**config.mk**
```make
export PLATFORM = sky130hd
export DESIGN_NAME = serial_word_rx
export DESIGN_NICKNAME = d
export VERILOG_FILES = /design/src/rtl/serial_link_pkg.sv /design/src/rtl/sipo_stage.sv /design/src/rtl/serial_word_rx.sv
export SDC_FILE = /design/constraint.sdc
export NUM_CORES = 1
export LEC_CHECK = 0
export ABC_CLOCK_PERIOD_IN_PS = 2200
export CAP_MARGIN = 20
export CORE_AREA = 2 2 39 41
export CTS_CLUSTER_DIAMETER = 40
export DETAILED_ROUTE_END_ITERATION = 8
export DIE_AREA = 0 0 41 43
export HOLD_SLACK_MARGIN = 0.06
export PLACE_DENSITY_LB_ADDON = 0.2
export SLEW_MARGIN = 20
export SYNTH_ARGS = -nofsm -noshare
export SYNTH_HDL_FRONTEND = slang
export SYNTH_HIERARCHICAL = 1
export SYNTH_SLANG_ARGS = --single-unit
```
**constraint.sdc**
```tcl
create_clock -name clk -period 2.2 [get_ports clk]
set_input_delay 0.55 -clock clk [delete_from_list [all_inputs] [get_ports clk]]
set_output_delay 0.55 -clock clk [all_outputs]
set_load 0.005 [all_outputs]
```
**src/rtl/serial_link_pkg.sv**
```systemverilog
// Shared definitions for the serial shift-register link (transmit and receive).
package serial_link_pkg;

   // Default word width of the link, shared with the transmitter.
   localparam int LINK_WIDTH = 3;

   // Receiver framing states.
   typedef enum logic {
      RX_IDLE  = 1'b0,
      RX_SHIFT = 1'b1
   } rx_state_t;

   // Width of a counter that must hold values 0..width inclusive.
   function automatic int bit_cnt_width(input int width);
      return $clog2(width + 1);
   endfunction

endpackage

```
**src/rtl/sipo_stage.sv**
```systemverilog
// One bit of the receive shift register: loads d_i when en_i is high.
module sipo_stage (
   input  logic clk,
   input  logic rst,
   input  logic en_i,
   input  logic d_i,
   output logic q_o
);

   // Enabled flop with asynchronous clear.
   always_ff @(posedge clk or posedge rst) begin
      if (rst) begin
         q_o <= 1'b0;
      end else if (en_i) begin
         q_o <= d_i;
      end
   end

endmodule

```
**src/rtl/serial_word_rx.sv**
```systemverilog
// Serial-to-parallel receiver: frames bits with a sync marker, shifts them
// into a per-bit register chain and hands completed words downstream over a
// valid/ready pair, flagging aborted frames and dropped words.
//
// Handshake: dout is offered while dout_valid is high and is held stable until
// the edge where dout_ready is also high; that edge consumes it. A word that
// completes while an unconsumed word is held and dout_ready is low is dropped
// and sets the sticky overrun flag.
module serial_word_rx
   import serial_link_pkg::*;
#(
   parameter int WIDTH = LINK_WIDTH
) (
   input  logic             clk,
   input  logic             reset,
   input  logic             ser_valid,
   input  logic             ser_data,
   input  logic             sync,
   output logic [0:WIDTH-1] dout,
   output logic             dout_valid,
   input  logic             dout_ready,
   output logic             frame_err,
   output logic             overrun,
   input  logic             ovr_clr
);

   localparam int CW = bit_cnt_width(WIDTH);
   localparam logic [CW-1:0] CNT_ONE  = CW'(1);
   localparam logic [CW-1:0] CNT_FULL = CW'(WIDTH);

   rx_state_t        state_q, state_d;
   logic [CW-1:0]    cnt_q, cnt_d;
   logic [WIDTH-1:0] sr_q;
   logic [WIDTH-1:0] shift_d;
   logic             shift_en;
   logic             word_done;
   logic [0:WIDTH-1] dout_q, dout_d;
   logic             dout_valid_q, dout_valid_d;
   logic             frame_err_q, frame_err_d;
   logic             overrun_q, overrun_d;

   // Next shift-register contents: new bit enters stage 0, others move up.
   always_comb begin
      shift_d    = '0;
      shift_d[0] = ser_data;
      for (int i = 1; i < WIDTH; i++) begin
         shift_d[i] = sr_q[i-1];
      end
   end

   genvar g;
   generate
      for (g = 0; g < WIDTH; g++) begin : g_stage
         sipo_stage u_stage (
            .clk  (clk),
            .rst  (reset),
            .en_i (shift_en),
            .d_i  (shift_d[g]),
            .q_o  (sr_q[g])
         );
      end
   endgenerate

   // Framing FSM: decides when a bit is captured and when a word completes.
   always_comb begin
      state_d     = state_q;
      cnt_d       = cnt_q;
      shift_en    = 1'b0;
      word_done   = 1'b0;
      frame_err_d = 1'b0;
      case (state_q)
         RX_IDLE: begin
            if (ser_valid && sync) begin
               shift_en = 1'b1;
               if (CNT_FULL == CNT_ONE) begin
                  // Single-bit words complete on their own sync bit.
                  word_done = 1'b1;
               end else begin
                  cnt_d   = CNT_ONE;
                  state_d = RX_SHIFT;
               end
            end
         end
         RX_SHIFT: begin
            if (ser_valid) begin
               shift_en = 1'b1;
               if (sync) begin
                  // Early sync: restart the frame with this bit as bit 1.
                  frame_err_d = 1'b1;
                  cnt_d       = CNT_ONE;
               end else if (cnt_q + CNT_ONE == CNT_FULL) begin
                  word_done = 1'b1;
                  cnt_d     = '0;
                  state_d   = RX_IDLE;
               end else begin
                  cnt_d = cnt_q + CNT_ONE;
               end
            end
         end
         default: begin
            state_d = RX_IDLE;
            cnt_d   = '0;
         end
      endcase
   end

   // Output holding register, valid/ready handshake and overrun tracking.
   always_comb begin
      dout_d       = dout_q;
      dout_valid_d = dout_valid_q;
      overrun_d    = overrun_q;
      if (word_done && dout_valid_q && !dout_ready) begin
         overrun_d = 1'b1;
      end else if (ovr_clr) begin
         overrun_d = 1'b0;
      end
      if (word_done && (!dout_valid_q || dout_ready)) begin
         for (int i = 0; i < WIDTH; i++) begin
            dout_d[i] = shift_d[i];
         end
         dout_valid_d = 1'b1;
      end else if (dout_ready) begin
         dout_valid_d = 1'b0;
      end
   end

   // State and output registers.
   always_ff @(posedge clk or posedge reset) begin
      if (reset) begin
         state_q      <= RX_IDLE;
         cnt_q        <= '0;
         dout_q       <= '0;
         dout_valid_q <= 1'b0;
         frame_err_q  <= 1'b0;
         overrun_q    <= 1'b0;
      end else begin
         state_q      <= state_d;
         cnt_q        <= cnt_d;
         dout_q       <= dout_d;
         dout_valid_q <= dout_valid_d;
         frame_err_q  <= frame_err_d;
         overrun_q    <= overrun_d;
      end
   end

   assign dout       = dout_q;
   assign dout_valid = dout_valid_q;
   assign frame_err  = frame_err_q;
   assign overrun    = overrun_q;

endmodule
```
# Word level (Yosys, flattened, before mapping)
# Cells that the tools add are included.
[word_totals]
ff_bits = 11
inputBits = 7
[classes]
n_mux = 23
reduce_logical = 10
n_addsub = 1
n_eq_ne = 3
bitwise_logic = 1
[op_table]
columns = ["operator", "n"]
rows = [
  ["2-to-1 mux 1 bit", 16],
  ["2-to-1 mux 2 bit", 4],
  ["logical AND 1 bit", 4],
  ["!= test 2 bit (second input constant)", 2],
  ["one-hot mux 1 bit (2 select lines)", 2],
  ["one-hot mux 2 bit (2 select lines)", 1],
  ["nonzero test 2 bit", 2],
  ["adder 2 x 1 -> 2 bit (second input constant)", 1],
  ["== test 2 bit (second input constant)", 1],
  ["logical NOT 1 bit", 2],
  ["AND reduction 2 bit", 1],
  ["logical OR 1 bit", 1],
  ["NOT 1 bit", 1],
]

# Longest topological paths before layout
[depth]
word_depth = 9
ltp_mapped = 3

# Cells and area by module
# Netlist, hierarchy kept.
[by_module_without_submodules]
columns = ["module", "cells_each", "area_per_inst_um2", "instances", "seq_area_each_um2"]
rows = [
  ["serial_word_rx", 33, 409.1, 1, 225.2],
  ["sipo_stage", 3, 43.8, 2, 25.0],
]

# Worst setup path after synthesis
# OpenSTA, ideal clock, no wires.
[synth_path]
kind = "input port to flip-flop"
from = "input port dout_ready"
to = "register dout_q, in the netlist dout[0]"
arrival_ns = 1.276
slack_ns = 0.799
n_path_buf = 0
stages = 3
required_ns = 2.075
path_cell_list = "or2b_2 -> nand4_4 -> mux2_4"
[synth_via]
elab_chain_cells = 2
[synth_rtl]
columns = ["element", "line", "text"]
rows = [
  ["from (decl)", "serial_word_rx.sv:21", "input logic dout_ready,"],
  ["logical OR 1 bit", "serial_word_rx.sv:117", "if (word_done && (!dout_valid_q || dout_ready)) begin"],
  ["logical AND 1 bit", "serial_word_rx.sv:117", ""],
  ["to (signal assigned)", "serial_word_rx.sv:139", "dout_q <= dout_d;"],
  ["to (decl)", "serial_word_rx.sv:37", "logic [0:WIDTH-1] dout_q, dout_d;"],
]
# Every way passes these cells.
# A chain may end at the register's enable or synchronous reset.

# Worst setup path after layout
[layout_path]
from = "register dout_q, in the netlist dout[1]"
to = "output port dout[1] (netlist bit)"
[layout_rtl]
columns = ["element", "line", "text"]
rows = [
  ["to (decl)", "serial_word_rx.sv:19", "output logic [0:WIDTH-1] dout,"],
]
# No word-level cell between the ends.

==> results.yml <==
run_status:
  status: "finished clean"
floorplanning:
  dieWidth_um: 41
  io_pins: 13
  dieArea_sq_um: 1760
  die_h_um: 43
  initial_core_util: 0.359
  core_area_sq_um: 1380
  row_count: 14
logic_synthesis:
  synth_top_area_cell: "dfrtp_1"
  synth_top_area_frac: 0.554
  ys_warn_count: 6
  ys.flop_type: "dfrtp_1"
  synth-edff-count: 0
  async_flop_share: 1.00
  synth_nets: 46
  synth_commonest_cells: "dfrtp_1, inv_1, mux2_4"
  synth_cells: 39
  synth.distinct_cells: 17
  yosysMostFrequentCell: "dfrtp_1"
  synth_area_per_cell_sq_um: 12.7
  ys_seq_area_frac: 0.554
  synthTopCellsByArea: "dfrtp_1, mux2_4, inv_1, nand4_4, a31oi_1"
  synth_seq_cells: 11
  synth_area_sq_um: 497
grt:
  grt_max_degree: 10
  grt_use_met2: 0.163
  grt_first_pass_wirelength_um: 1320
  grt_use_met1: 0.156
  top_usage_layer: "met2"
  grt_pass1_vias: 320
  antenna_found_initial: 0
  grt.overflow.total: 0
  grtUsageMet3: 0.0157
  track_usage: 0.112
drt:
  vias_per_cell: 4.85
  avgRoutedWirePerCell_um: 11.6
  routed-via-count: 344
  finalWirelength_um: 825
  firstDrtPassIters: 4
  drt-initial-drc-count: 5
  final_antenna_net_count: 0
  drc: 0
sta:
  fin_crit_sh: 0.756
  slew_headroom: 0.778
  worst_pin_slew_ns: 0.332
  fin_ws_ns: 0.536
  fmaxAchievable_ghz: 0.601
  finalMaxSlewViolations: 0
  finalSetupTns_ns: 0
  fin_skew_ns: 0.000699
  final_hold_viol_count: 0
  finalSetupViolCount: 0
  rsz0062_at_grt: "no"
  fin_crit_ns: 1.66
placed_design:
  hpwl_um: 649
  pre_cts_slack_ns: 0.316
  gp_congestion: 0.822
  dpl-instance-area_sq_um: 637
  portBuffers: 12
setup_path:
  critPathRequiredTime_ns: 1.65
  cp_max_fo: 2
  path_buf_inv: 1
  slowest_delay_ns: 0.50
  arrival_ns: 1.11
  crit_family: "buffers and inverters"
  crit_chain: "clkdlybuf4s50_1"
  crit_path_start_kind: "register"
  critPathSlowestCell: "clkdlybuf4s50_1"
  end_kind: "output port"
  critPathKind: "reg -> out"
finish:
  nets: 63
  final_util: 0.479
  design_area_sq_um: 663
  diodes: 0
  syn_to_final_growth_pct: 33.5
  drive_gt1_frac: 0.236
power_and_ir_drop:
  peakVddDrop_uv: 377
  total_power_uw: 581
  p_leak_uw: 0.000306
  cellPowerDensity_nw_per_um2: 876
clock_network:
  cts.sinks: 11
  cts_setup_buffers: 0
  clk-insertion-delay-late_ns: 0.26
  cts_buffer_depth: 2
  cts_tree: "done"
  ctsResizeCount: 0
  clock_tree.root_cell: "clkbuf_4"
  cts_buffers: 3
  clkTransAtPathRegs_ns: 0.07
  postCtsHoldBufs: 0
  h-tree-depth: 1
worst_hold_path:
  min_path_type: "in -> async"
flow_run:
  cap_violations: 0
==> sequential cells by signal, indices dropped and copies added, names as in the netlist <==
register,cells
dout_valid,1
frame_err,1
cnt_q,2
g_stage.u_stage/q_o,2
dout,3
state_q,1
overrun,1
==> where the power goes <==
part	switching, uW	internal [uW]	leakage (uW)
Combinational	48.7	118	0.000155
Sequential	34.6	247	0.000136
Clock	63.3	70.0	0.0000150
Total	147	435	0.000306
==> stage by stage <==
stage / instances / hold slack (ns)
floorplan: 39 / 0.279
global placement: 67 / 0.495
detailed placement: 67 / 0.498
CTS: 71 / 0.471
global route: 71 / 0.471
finish: 71 / 0.474
==> routing by layer <==
metal | wire (um) | vias to the layer above
li1 | - | 171
met1 | 401 | 166
met2 | 391 | 7
met3 | 31 | 0
met4 | 0 | 0
met5 | 0 | -
==> final timing paths <==
kind	from	endpoint	slack, ns	cells past startpoint
max	dout[1]$_DFFE_PP0P_	dout[1]	0.54	1
min	reset	g_stage[0].u_stage/q_o$_DFFE_PP0P_	0.47	2
max reg2reg	dout_valid$_DFFE_PP0P_	dout[2]$_DFFE_PP0P_	0.99	3
min reg2reg	dout[0]$_DFFE_PP0P_	dout[0]$_DFFE_PP0P_	0.51	1
max in group asynchronous	reset	cnt_q[1]$_DFFE_PP0P_	1.35	2
min in group clk	dout[0]$_DFFE_PP0P_	dout[0]$_DFFE_PP0P_	0.51	1
==> cell usage in the layout (no fill, tap or decap), drive strengths merged <==
cell            n
a21oi           1
a31oi           2
and2            1
and2b           1
and3            1
clkbuf          4
clkdlybuf4s50  12
dfrtp          11
inv             6
mux2            5
nand2           1
nand3           1
nand4           1
nor2            1
nor3b           1
o21a            1
o21ai           2
o22ai           2
or2b            1
==> area by class of cell <==
type | instances | area [sq um]
fill | 127 | 721
timing repair buffer | 12 | 120
clock buffer | 4 | 26.3
inverter | 6 | 22.5
tap | 16 | 20.0
multi-input combinational | 22 | 199
sequential | 11 | 275
==> logic make-up (layout without fill, tap and decap cells) <==
family	after synthesis	in the layout	share of synthesized area
flip-flops	11	11	0.554
AND/OR/NAND/NOR	9	9	0.154
AO/OA/AOI/OAI	8	8	0.0957
buffers and inverters	6	22	0.0453
multiplexers	5	5	0.151
Power figures use the tool's default switching activity.
